==> config.mk <==
export PLATFORM = sky130hd
export DESIGN_NAME = id_ex_pipe
export DESIGN_NICKNAME = d
export VERILOG_FILES = /design/src/rtl/cpu_pkg.sv /design/src/rtl/hazard_detect.sv /design/src/rtl/id_ex_pipe.sv
export SDC_FILE = /design/constraint.sdc
export NUM_CORES = 1
export LEC_CHECK = 0
export ABC_AREA = 1
export BUFFER_PORTS_ARGS = -buffer_cell sky130_fd_sc_hd__buf_2
export CAP_MARGIN = 10
export CORE_UTILIZATION = 35
export CTS_CLUSTER_DIAMETER = 60
export DETAILED_ROUTE_END_ITERATION = 8
export PLACE_DENSITY = 0.63
export SETUP_SLACK_MARGIN = 0.05
export SYNTH_ARGS = -nofsm -noshare
export SYNTH_HDL_FRONTEND = slang
export SYNTH_SLANG_ARGS = --single-unit
==> constraint.sdc <==
create_clock -name clk_i -period 3.79 [get_ports clk_i]
set_input_delay 0.379 -clock clk_i [delete_from_list [all_inputs] [get_ports clk_i]]
set_output_delay 0.379 -clock clk_i [all_outputs]
set_load 0.05 [all_outputs]
==> src/rtl/cpu_pkg.sv <==
// rtl/cpu_pkg.sv - shared opcodes, ALU encodings and control-vector layout
package cpu_pkg;

    localparam int CTRL_W = 18;

    // Bit positions inside the 18-bit decoded control vector
    localparam int CB_REG_WRITE   = 17;
    localparam int CB_MEM_TO_REG  = 16;
    localparam int CB_MEM_READ    = 15;
    localparam int CB_MEM_WRITE   = 14;
    localparam int CB_BRANCH      = 13;
    localparam int CB_JUMP        = 12;
    localparam int CB_JAL         = 11;
    localparam int CB_ALU_SRC     = 10;
    localparam int CB_REG_DST     = 9;
    localparam int CB_ZERO_EXTEND = 8;
    localparam int CB_LUI         = 7;
    localparam int CB_SLTIU       = 6;
    localparam int CB_ALU_OP_MSB  = 5;
    localparam int CB_ALU_OP_LSB  = 2;

    typedef enum logic [5:0] {
        OP_RTYPE = 6'h00,
        OP_J     = 6'h02,
        OP_JAL   = 6'h03,
        OP_BEQ   = 6'h04,
        OP_BNE   = 6'h05,
        OP_ADDI  = 6'h08,
        OP_SLTIU = 6'h0B,
        OP_ANDI  = 6'h0C,
        OP_ORI   = 6'h0D,
        OP_LUI   = 6'h0F,
        OP_LW    = 6'h23,
        OP_SW    = 6'h2B
    } opcode_e;

    typedef enum logic [3:0] {
        ALU_AND = 4'b0000,
        ALU_OR  = 4'b0001,
        ALU_ADD = 4'b0010,
        ALU_XOR = 4'b0011,
        ALU_NOR = 4'b0100,
        ALU_SLL = 4'b0101,
        ALU_SRL = 4'b0110,
        ALU_SUB = 4'b0111,
        ALU_SLT = 4'b1000,
        ALU_SRA = 4'b1001
    } alu_op_e;

    // Same bit order as the flat control vector, MSB first
    typedef struct packed {
        logic       reg_write;
        logic       mem_to_reg;
        logic       mem_read;
        logic       mem_write;
        logic       branch;
        logic       jump;
        logic       jal;
        logic       alu_src;
        logic       reg_dst;
        logic       zero_extend;
        logic       lui_ctrl;
        logic       sltiu_ctrl;
        logic [3:0] alu_op;
        logic [1:0] pad;
    } ctrl_t;

    // How the EX register is loaded on the next edge
    typedef enum logic [1:0] {
        LOAD_BUBBLE  = 2'd0,
        LOAD_HOLD    = 2'd1,
        LOAD_CAPTURE = 2'd2
    } ex_load_e;

endpackage

==> src/rtl/hazard_detect.sv <==
// rtl/hazard_detect.sv - load-use hazard comparison between EX and ID
module hazard_detect (
    input  logic       ex_valid_i,
    input  logic       ex_mem_read_i,
    input  logic [4:0] ex_rt_i,
    input  logic       id_valid_i,
    input  logic [4:0] id_rs_i,
    input  logic [4:0] id_rt_i,
    input  logic       id_reg_dst_i,
    input  logic       id_mem_write_i,
    input  logic       id_branch_i,
    output logic       hazard_o
);

    logic ex_is_load;
    logic rs_match;
    logic rt_match;

    // rt only counts as a source for R-type, stores and branches
    always_comb begin
        ex_is_load = ex_valid_i & ex_mem_read_i & (ex_rt_i != 5'd0);
        rs_match   = (ex_rt_i == id_rs_i);
        rt_match   = (ex_rt_i == id_rt_i) & (id_reg_dst_i | id_mem_write_i | id_branch_i);
        hazard_o   = ex_is_load & id_valid_i & (rs_match | rt_match);
    end

endmodule

==> src/rtl/id_ex_pipe.sv <==
// rtl/id_ex_pipe.sv - ID/EX pipeline register with load-use stall and stall counter
module id_ex_pipe
    import cpu_pkg::*;
#(
    parameter int DATA_W = 32,
    parameter int CNT_W  = 16
) (
    input  logic              clk_i,
    input  logic              rst_i,
    input  logic              id_valid_i,
    input  logic [17:0]       id_ctrl_i,
    input  logic [4:0]        id_shamt_i,
    input  logic [DATA_W-1:0] id_rs_data_i,
    input  logic [DATA_W-1:0] id_rt_data_i,
    input  logic [DATA_W-1:0] id_imm_i,
    input  logic [DATA_W-1:0] id_pc4_i,
    input  logic [4:0]        id_rs_i,
    input  logic [4:0]        id_rt_i,
    input  logic [4:0]        id_rd_i,
    input  logic              flush_i,
    input  logic              hold_i,
    output logic              ex_valid_o,
    output logic [17:0]       ex_ctrl_o,
    output logic [4:0]        ex_shamt_o,
    output logic [DATA_W-1:0] ex_rs_data_o,
    output logic [DATA_W-1:0] ex_rt_data_o,
    output logic [DATA_W-1:0] ex_imm_o,
    output logic [DATA_W-1:0] ex_pc4_o,
    output logic [4:0]        ex_rs_o,
    output logic [4:0]        ex_rt_o,
    output logic [4:0]        ex_rd_o,
    output logic              stall_o,
    output logic [CNT_W-1:0]  stall_cnt_o
);

    localparam logic [CNT_W-1:0] CNT_ONE = {{(CNT_W-1){1'b0}}, 1'b1};

    logic              ex_valid_q,   ex_valid_d;
    ctrl_t             ex_ctrl_q,    ex_ctrl_d;
    logic [4:0]        ex_shamt_q,   ex_shamt_d;
    logic [DATA_W-1:0] ex_rs_data_q, ex_rs_data_d;
    logic [DATA_W-1:0] ex_rt_data_q, ex_rt_data_d;
    logic [DATA_W-1:0] ex_imm_q,     ex_imm_d;
    logic [DATA_W-1:0] ex_pc4_q,     ex_pc4_d;
    logic [4:0]        ex_rs_q,      ex_rs_d;
    logic [4:0]        ex_rt_q,      ex_rt_d;
    logic [4:0]        ex_rd_q,      ex_rd_d;
    logic [CNT_W-1:0]  stall_cnt_q,  stall_cnt_d;

    logic              hazard;
    ex_load_e          load_sel;

    hazard_detect u_hazard_detect (
        .ex_valid_i     (ex_valid_q),
        .ex_mem_read_i  (ex_ctrl_q.mem_read),
        .ex_rt_i        (ex_rt_q),
        .id_valid_i     (id_valid_i),
        .id_rs_i        (id_rs_i),
        .id_rt_i        (id_rt_i),
        .id_reg_dst_i   (id_ctrl_i[CB_REG_DST]),
        .id_mem_write_i (id_ctrl_i[CB_MEM_WRITE]),
        .id_branch_i    (id_ctrl_i[CB_BRANCH]),
        .hazard_o       (hazard)
    );

    assign stall_o = hazard & ~flush_i & ~hold_i;

    // Pick the load action: flush beats hold beats hazard beats capture
    always_comb begin
        load_sel = LOAD_CAPTURE;
        if (flush_i) begin
            load_sel = LOAD_BUBBLE;
        end else if (hold_i) begin
            load_sel = LOAD_HOLD;
        end else if (hazard) begin
            load_sel = LOAD_BUBBLE;
        end
    end

    // Next-state for the EX register; an invalid ID slot never carries controls
    always_comb begin
        ex_valid_d   = ex_valid_q;
        ex_ctrl_d    = ex_ctrl_q;
        ex_shamt_d   = ex_shamt_q;
        ex_rs_data_d = ex_rs_data_q;
        ex_rt_data_d = ex_rt_data_q;
        ex_imm_d     = ex_imm_q;
        ex_pc4_d     = ex_pc4_q;
        ex_rs_d      = ex_rs_q;
        ex_rt_d      = ex_rt_q;
        ex_rd_d      = ex_rd_q;
        case (load_sel)
            LOAD_BUBBLE: begin
                ex_valid_d   = 1'b0;
                ex_ctrl_d    = '0;
                ex_shamt_d   = '0;
                ex_rs_data_d = '0;
                ex_rt_data_d = '0;
                ex_imm_d     = '0;
                ex_pc4_d     = '0;
                ex_rs_d      = '0;
                ex_rt_d      = '0;
                ex_rd_d      = '0;
            end
            LOAD_CAPTURE: begin
                ex_valid_d   = id_valid_i;
                ex_ctrl_d    = id_valid_i ? ctrl_t'(id_ctrl_i) : '0;
                ex_shamt_d   = id_shamt_i;
                ex_rs_data_d = id_rs_data_i;
                ex_rt_data_d = id_rt_data_i;
                ex_imm_d     = id_imm_i;
                ex_pc4_d     = id_pc4_i;
                ex_rs_d      = id_rs_i;
                ex_rt_d      = id_rt_i;
                ex_rd_d      = id_rd_i;
            end
            default: begin
            end
        endcase
    end

    // Stall counter saturates at all-ones
    always_comb begin
        stall_cnt_d = stall_cnt_q;
        if (stall_o && !(&stall_cnt_q)) begin
            stall_cnt_d = stall_cnt_q + CNT_ONE;
        end
    end

    // EX register and counter, cleared asynchronously
    always_ff @(posedge clk_i or negedge rst_i) begin
        if (!rst_i) begin
            ex_valid_q   <= 1'b0;
            ex_ctrl_q    <= '0;
            ex_shamt_q   <= '0;
            ex_rs_data_q <= '0;
            ex_rt_data_q <= '0;
            ex_imm_q     <= '0;
            ex_pc4_q     <= '0;
            ex_rs_q      <= '0;
            ex_rt_q      <= '0;
            ex_rd_q      <= '0;
            stall_cnt_q  <= '0;
        end else begin
            ex_valid_q   <= ex_valid_d;
            ex_ctrl_q    <= ex_ctrl_d;
            ex_shamt_q   <= ex_shamt_d;
            ex_rs_data_q <= ex_rs_data_d;
            ex_rt_data_q <= ex_rt_data_d;
            ex_imm_q     <= ex_imm_d;
            ex_pc4_q     <= ex_pc4_d;
            ex_rs_q      <= ex_rs_d;
            ex_rt_q      <= ex_rt_d;
            ex_rd_q      <= ex_rd_d;
            stall_cnt_q  <= stall_cnt_d;
        end
    end

    assign ex_valid_o   = ex_valid_q;
    assign ex_ctrl_o    = ex_ctrl_q;
    assign ex_shamt_o   = ex_shamt_q;
    assign ex_rs_data_o = ex_rs_data_q;
    assign ex_rt_data_o = ex_rt_data_q;
    assign ex_imm_o     = ex_imm_q;
    assign ex_pc4_o     = ex_pc4_q;
    assign ex_rs_o      = ex_rs_q;
    assign ex_rt_o      = ex_rt_q;
    assign ex_rd_o      = ex_rd_q;
    assign stall_cnt_o  = stall_cnt_q;

endmodule

==> impl_metrics.yaml, run 1 <==
power:
  p_leak_nw: 6.13
  p_clk_frac: 0.379
  power_frac_seq: 0.446
  power.internal_w: 0.00320
  p_sw_w: 0.00151
  swShare: 0.321
  ir_worst_vdd_mv: 0.251
  p_comb_frac: 0.175
  power_density_mw_per_mm2: 445
synthesis:
  seq_area_frac_synth: 0.564
  syn_inst: 930
  avgSynthCellArea_um2: 8.72
  ys_ff_latch: 183
  syn_nets: 1102
  ys_warn_count: 0
  synth_area_mm2: 0.00811
  synth.distinct_cells: 24
finish:
  fin_nets: 1412
  nFillCells: 2260
  drive_above_1_share: 0.327
  final_common_cell: "buf_2"
  antennaDiodeCount: 0
  multiInputGateArea_mm2: 0.00299
  regArea_mm2: 0.00458
  final_cell_mix: "buf_2 (352), nand3_1 (324), nand2_1 (217), dfrtp_1 (183), inv_1 (41)"
  syn2layout_area_growth_pct: 30.5
floorplanning:
  start_util: 0.357
  top_level_ports: 355
  row_count: 55
  die_x_um: 154
  dieHeight_um: 154
  die-area_mm2: 0.0238
  fp.coreArea_mm2: 0.0227
setup_path:
  critPathKind: "register to output port"
  endpoint_kind: "output port"
  cp_slowest_stage_delay_ps: 410
  path_cells: "inv_2, nand2_1, nand2_1, nor2_1, nand3_1, nand2_2, nand3_1, inv_1, buf_2"
  regToRegSetupSlack_ps: 1420
  worstPathRequired_ps: 3410
  timing.rr.end: "ex_ctrl_o[3]"
  crit_buf_inv: 3
  rr_worst_depth: 9
  reg2reg_from: "ex_rt_o[3]"
  cp_slowest_cell: "dfrtp_1"
  critPathMaxFanout: 6
  critPathCapture: "stall_o"
  crit_arrival_ps: 2040
  cp_top_family: "simple AND/OR/NAND/NOR gates"
  cp.depth: 9
  start_kind: "register"
  startpoint: "ex_rt_o[1]"
timing:
  worst_slew_pin_slew_ps: 886
  setup-violations-final: 0
  finalCritPeriodShare: 0.639
  max_freq_ghz: 0.413
  fin_setup_tns_ps: 0
  hold-worst-slack_ps: -51.2
  relSlewSlack: 0.409
  period_minus_slack_ps: 2420
  final_max_slew_viol_count: 0
  rsz0062_at_grt: "false"
  hold_violations: 9
  fin_skew_ps: 14.8
global_route:
  grt_pass1_wl_um: 39400
  overflow: 0
  grt_max_degree: 142
  grt_antenna_before_repair: 0
  grt_pass1_vias: 7469
  grtUsageTotal: 0.208
clock_network:
  cts_root_buf: "clkbuf_16"
  cts-htree-levels: 4
  cts_setup_buffers: 0
  cts_tree: "built"
  cts_resized: 0
  clk_pin_slew_worst_paths_ps: 70
  clockBufferDepth: 2
  numClockSinks: 183
  holdBufCountCts: 0
  clock_latency_ps: 440
  numCtsBuffers: 17
placed_design:
  place_hpwl_um: 16500
  place_congestion: 0.875
  io_buffers: 354
route:
  wl_per_cell_um: 16.1
  routed_wl_um: 24700
  drt-pass1-iter-count: 5
  drcViolationCount: 0
  vias_per_cell: 5.04
  antenna_left: 0
  drtIter0Drc: 648
  vias: 7752
outcome:
  outcome: "finished, violations left"
  violations: "hold timing"
job:
  cap_violations: 0
hold_path:
  min_path_type: "input port to async pin"
==> cell usage after synthesis <==
| library cell | instances | area share |
|---|---|---|
| ha_1 | 1 | 0.0015 |
| xor2_1 | 6 | 0.0065 |
| nand2_1 | 217 | 0.10 |
| nor2_2 | 4 | 0.0031 |
| inv_1 | 42 | 0.019 |
| nor4_4 | 1 | 0.0026 |
| o21ai_1 | 1 | 0.00062 |
| clkbuf_1 | 44 | 0.020 |
| buf_2 | 15 | 0.0093 |
| xnor2_1 | 2 | 0.0022 |
| nor3_1 | 5 | 0.0031 |
| nand4_1 | 6 | 0.0046 |
| nor2_1 | 12 | 0.0056 |
| o21bai_1 | 13 | 0.012 |
| buf_4 | 1 | 0.00093 |
| dfrtp_1 | 183 | 0.56 |
| nand2_2 | 3 | 0.0023 |
| buf_6 | 11 | 0.015 |
| nand3_1 | 324 | 0.20 |
| o22ai_1 | 5 | 0.0039 |
| nor2_4 | 1 | 0.0014 |
| o21ai_0 | 25 | 0.015 |
| nand3_2 | 2 | 0.0025 |
| inv_2 | 6 | 0.0028 |
==> through the flow <==
| step | power [W] | setup slack [ps] | utilization | instance area [um2] | cells |
|---|---|---|---|---|---|
| after floorplan | 0.00267 | 1770 | - | 8110 | 930 |
| after global placement | 0.00296 | 1280 | 0.440 | 10000 | 1506 |
| after CTS | 0.00476 | 1370 | 0.466 | 10600 | 1538 |
| after global routing | 0.00490 | 1120 | 0.466 | 10600 | 1538 |
| final | 0.00471 | 1370 | 0.466 | 10600 | 1538 |
| after detailed placement | 0.00297 | 1190 | 0.440 | 10000 | 1506 |
==> worst min path at each step <==
stage               startpoint            to  slack [ps]  cells past startpoint
finish                   rst_i   ex_imm_o[5]         -50                      1
global route             rst_i   ex_imm_o[5]          10                      1
CTS                      rst_i   ex_imm_o[5]           7                      1
detailed placement       rst_i   ex_imm_o[5]         470                      1
global placement         rst_i   ex_imm_o[5]         480                      1
floorplan                rst_i  ex_ctrl_o[0]          80                      0
==> state kept, by name, summed over array words and instances, names as in the netlist <==
signal	cells
ex_imm_o	32
ex_rt_data_o	32
stall_cnt_o	16
ex_shamt_o	5
ex_pc4_o	32
ex_rt_o	5
ex_rs_data_o	32
ex_valid_o	1
ex_ctrl_o	18
ex_rs_o	5
ex_rd_o	5
==> cell type report <==
class,instances,share of cell area
sequential,183,0.433
multi-input combinational,628,0.283
timing repair buffer,362,0.179
clock buffer,20,0.0422
tap,285,0.0337
inverter,48,0.0173
clock inverter,12,0.0130
==> power by group through the flow <==
stage | clock, W | sequential, W | combinational [W]
finish | 0.00179 | 0.00210 | 0.000823
detailed placement | 0 | 0.00213 | 0.000832
global placement | 0 | 0.00214 | 0.000826
CTS | 0.00183 | 0.00210 | 0.000831
floorplan | 0 | 0.00248 | 0.000185
global route | 0.00191 | 0.00211 | 0.000879
==> per-layer routing <==
| layer | routed length, um | up-vias | global-route usage | part of all wire |
|---|---|---|---|---|
| li1 | - | 3725 | - | - |
| met1 | 10500 | 3661 | 0.270 | 0.43 |
| met2 | 11700 | 316 | 0.331 | 0.47 |
| met3 | 1650 | 50 | 0.0488 | 0.067 |
| met4 | 828 | 0 | 0.0929 | 0.034 |
| met5 | 0 | - | 0 | 0 |
==> cells by family (layout without fill, tap and decap cells) <==
| logic type | count (synthesis) | after routing | share of synthesized area |
|---|---|---|---|
| AOI/OAI and AO/OA | 44 | 44 | 0.0319 |
| adders and majority gates | 1 | 1 | 0.00154 |
| DFF | 183 | 183 | 0.564 |
| buffers and inverters | 119 | 442 | 0.0680 |
| xor gates and xnor gates | 8 | 8 | 0.00864 |
| and+or+nand+nor | 575 | 575 | 0.325 |
No activity file was read; power rests on OpenSTA's default activity.
==> inputs of run 2 (changes only) <==
- PLACE_DENSITY: 0.63 -> 0.65
- clock period: 3.79 -> 2.2 ns (I/O delays scaled with it)
==> impl_metrics.yaml, run 2 (synthesis results as in run 1) <==
outcome:
  outcome: "complete, no violations"
power:
  ir_worst_vdd_mv: 0.372
  p_leak_nw: 6.44
  power_density_mw_per_mm2: 721
  finalPower_w: 0.00812
finish:
  drive_above_1_share: 0.323
  syn2layout_area_growth_pct: 38.8
  final_common_cell: "buf_2"
  final_cell_mix: "buf_2 (351), nand3_1 (323), nand2_1 (217), dfrtp_1 (183), dlygate4sd3_1 (52)"
  post-route-util: 0.496
  antennaDiodeCount: 0
  nFillCells: 2175
  fin_nets: 1477
  layout.cells.non_filler: 1603
placed_design:
  placed_cells: 1516
  place_congestion: 0.873
  io_buffers: 354
  place_hpwl_um: 16600
clock_network:
  cts-htree-levels: 4
  clockBufferDepth: 2
  numClockSinks: 183
  clock_latency_ps: 430
  numCtsBuffers: 17
  cts_tree: "built"
  cts_root_buf: "clkbuf_16"
  clk_pin_slew_worst_paths_ps: 80
floorplanning:
  row_count: 55
  start_util: 0.357
  fp.coreArea_mm2: 0.0227
  dieHeight_um: 154
  top_level_ports: 355
  die_x_um: 154
  die-area_mm2: 0.0238
global_route:
  grt_antenna_before_repair: 0
  grtUsageTotal: 0.215
  grt_max_degree: 120
  grt_pass1_vias: 7843
  overflow: 0
  grt_pass1_wl_um: 40700
route:
  vias: 8084
  drcViolationCount: 0
  drt-pass1-iter-count: 7
  antenna_left: 0
  wl_per_cell_um: 16.0
  vias_per_cell: 5.04
  routed_wl_um: 25700
  drtIter0Drc: 622
timing:
  setup-violations-final: 0
  finalCritPeriodShare: 0.905
  period_minus_slack_ps: 1990
  fin_skew_ps: 13.2
  worst_slew_pin_slew_ps: 607
  rsz0062_at_grt: "false"
  relSlewSlack: 0.595
  final_max_slew_viol_count: 0
  hold_violations: 0
  max_freq_ghz: 0.502
  fin_setup_tns_ps: 0
setup_path:
  start_kind: "register"
  worstPathRequired_ps: 1980
  critPathKind: "register to output port"
  crit_arrival_ps: 1770
  endpoint_kind: "output port"
  critPathMaxFanout: 4
job:
  cap_violations: 0
hold_path:
  min_path_type: "input port to register"
==> run 2: path summary, 6_finish.rpt <==
| path | startpoint | end | slack [ps] | cells after the start |
|---|---|---|---|---|
| max | ex_rt_o[3] | stall_o | 210 | 9 |
| min | id_rt_data_i[0] | ex_rt_data_o[0] | 20 | 3 |
| max reg2reg | ex_rt_o[3] | ex_ctrl_o[14] | 220 | 10 |
| min reg2reg | ex_rt_data_o[14] | ex_rt_data_o[14] | 510 | 2 |
| max in group asynchronous | rst_i | stall_cnt_o[0] | 1140 | 3 |
| min in group asynchronous | rst_i | stall_cnt_o[4] | 330 | 2 |
==> run 2: layout make-up <==
| class | count | area (um2) | area share |
|---|---|---|---|
| clock inverters | 14 | 134 | 0.0119 |
| flip-flops and latches | 183 | 4580 | 0.407 |
| well taps | 285 | 357 | 0.0317 |
| multi-input cells | 628 | 3000 | 0.267 |
| inverters | 48 | 183 | 0.0162 |
| clock buffers | 18 | 429 | 0.0381 |
| repair buffers | 427 | 2580 | 0.229 |
==> run 2: critical path, stage by stage (launching register included) <==
cell     delay, ps
dfrtp_1        410
inv_2           70
nand2_1         60
nand2_1         40
nor2_1         100
nand3_1        130
nand2_4        120
nand3_2        120
inv_2          140
buf_6          170
==> run 2: report_power, final <==
group / total, W / switching (W) / internal [W] / leakage (nW)
Combinational: 0.00152 / 0.00110 / 0.000423 / 3.79
Clock: 0.00297 / 0.00147 / 0.00150 / 0.272
Sequential: 0.00362 / 0.0000952 / 0.00353 / 2.38
==> run 2: routing by layer <==
metal | vias up | global-route usage | wire, um
li1 | 3854 | - | -
met1 | 3836 | 0.279 | 10900
met2 | 350 | 0.350 | 12600
met3 | 44 | 0.0448 | 1600
met4 | 0 | 0.0852 | 620
met5 | - | 0 | 0
==> run 2: repair_timing <==
action                                  4_1_cts  5_1_grt
hold endpoints to repair                    101        0
buffers inserted                              0        3
pin swaps                                     0        1
hold buffers                                 52        0
endpoints found under the setup margin        1        1
resized for setup                             2        3
==> run 2: metrics by stage <==
stage          area, um2  setup slack, ps  hold WS [ps]
2_1_floorplan       8110              178         -75.6
3_3_place_gp       10100              362           234
3_5_place_dp       10100              354           235
4_1_cts            11200             70.8        0.0862
5_1_grt            11300             55.3          1.87
6_report           11300              210          16.3
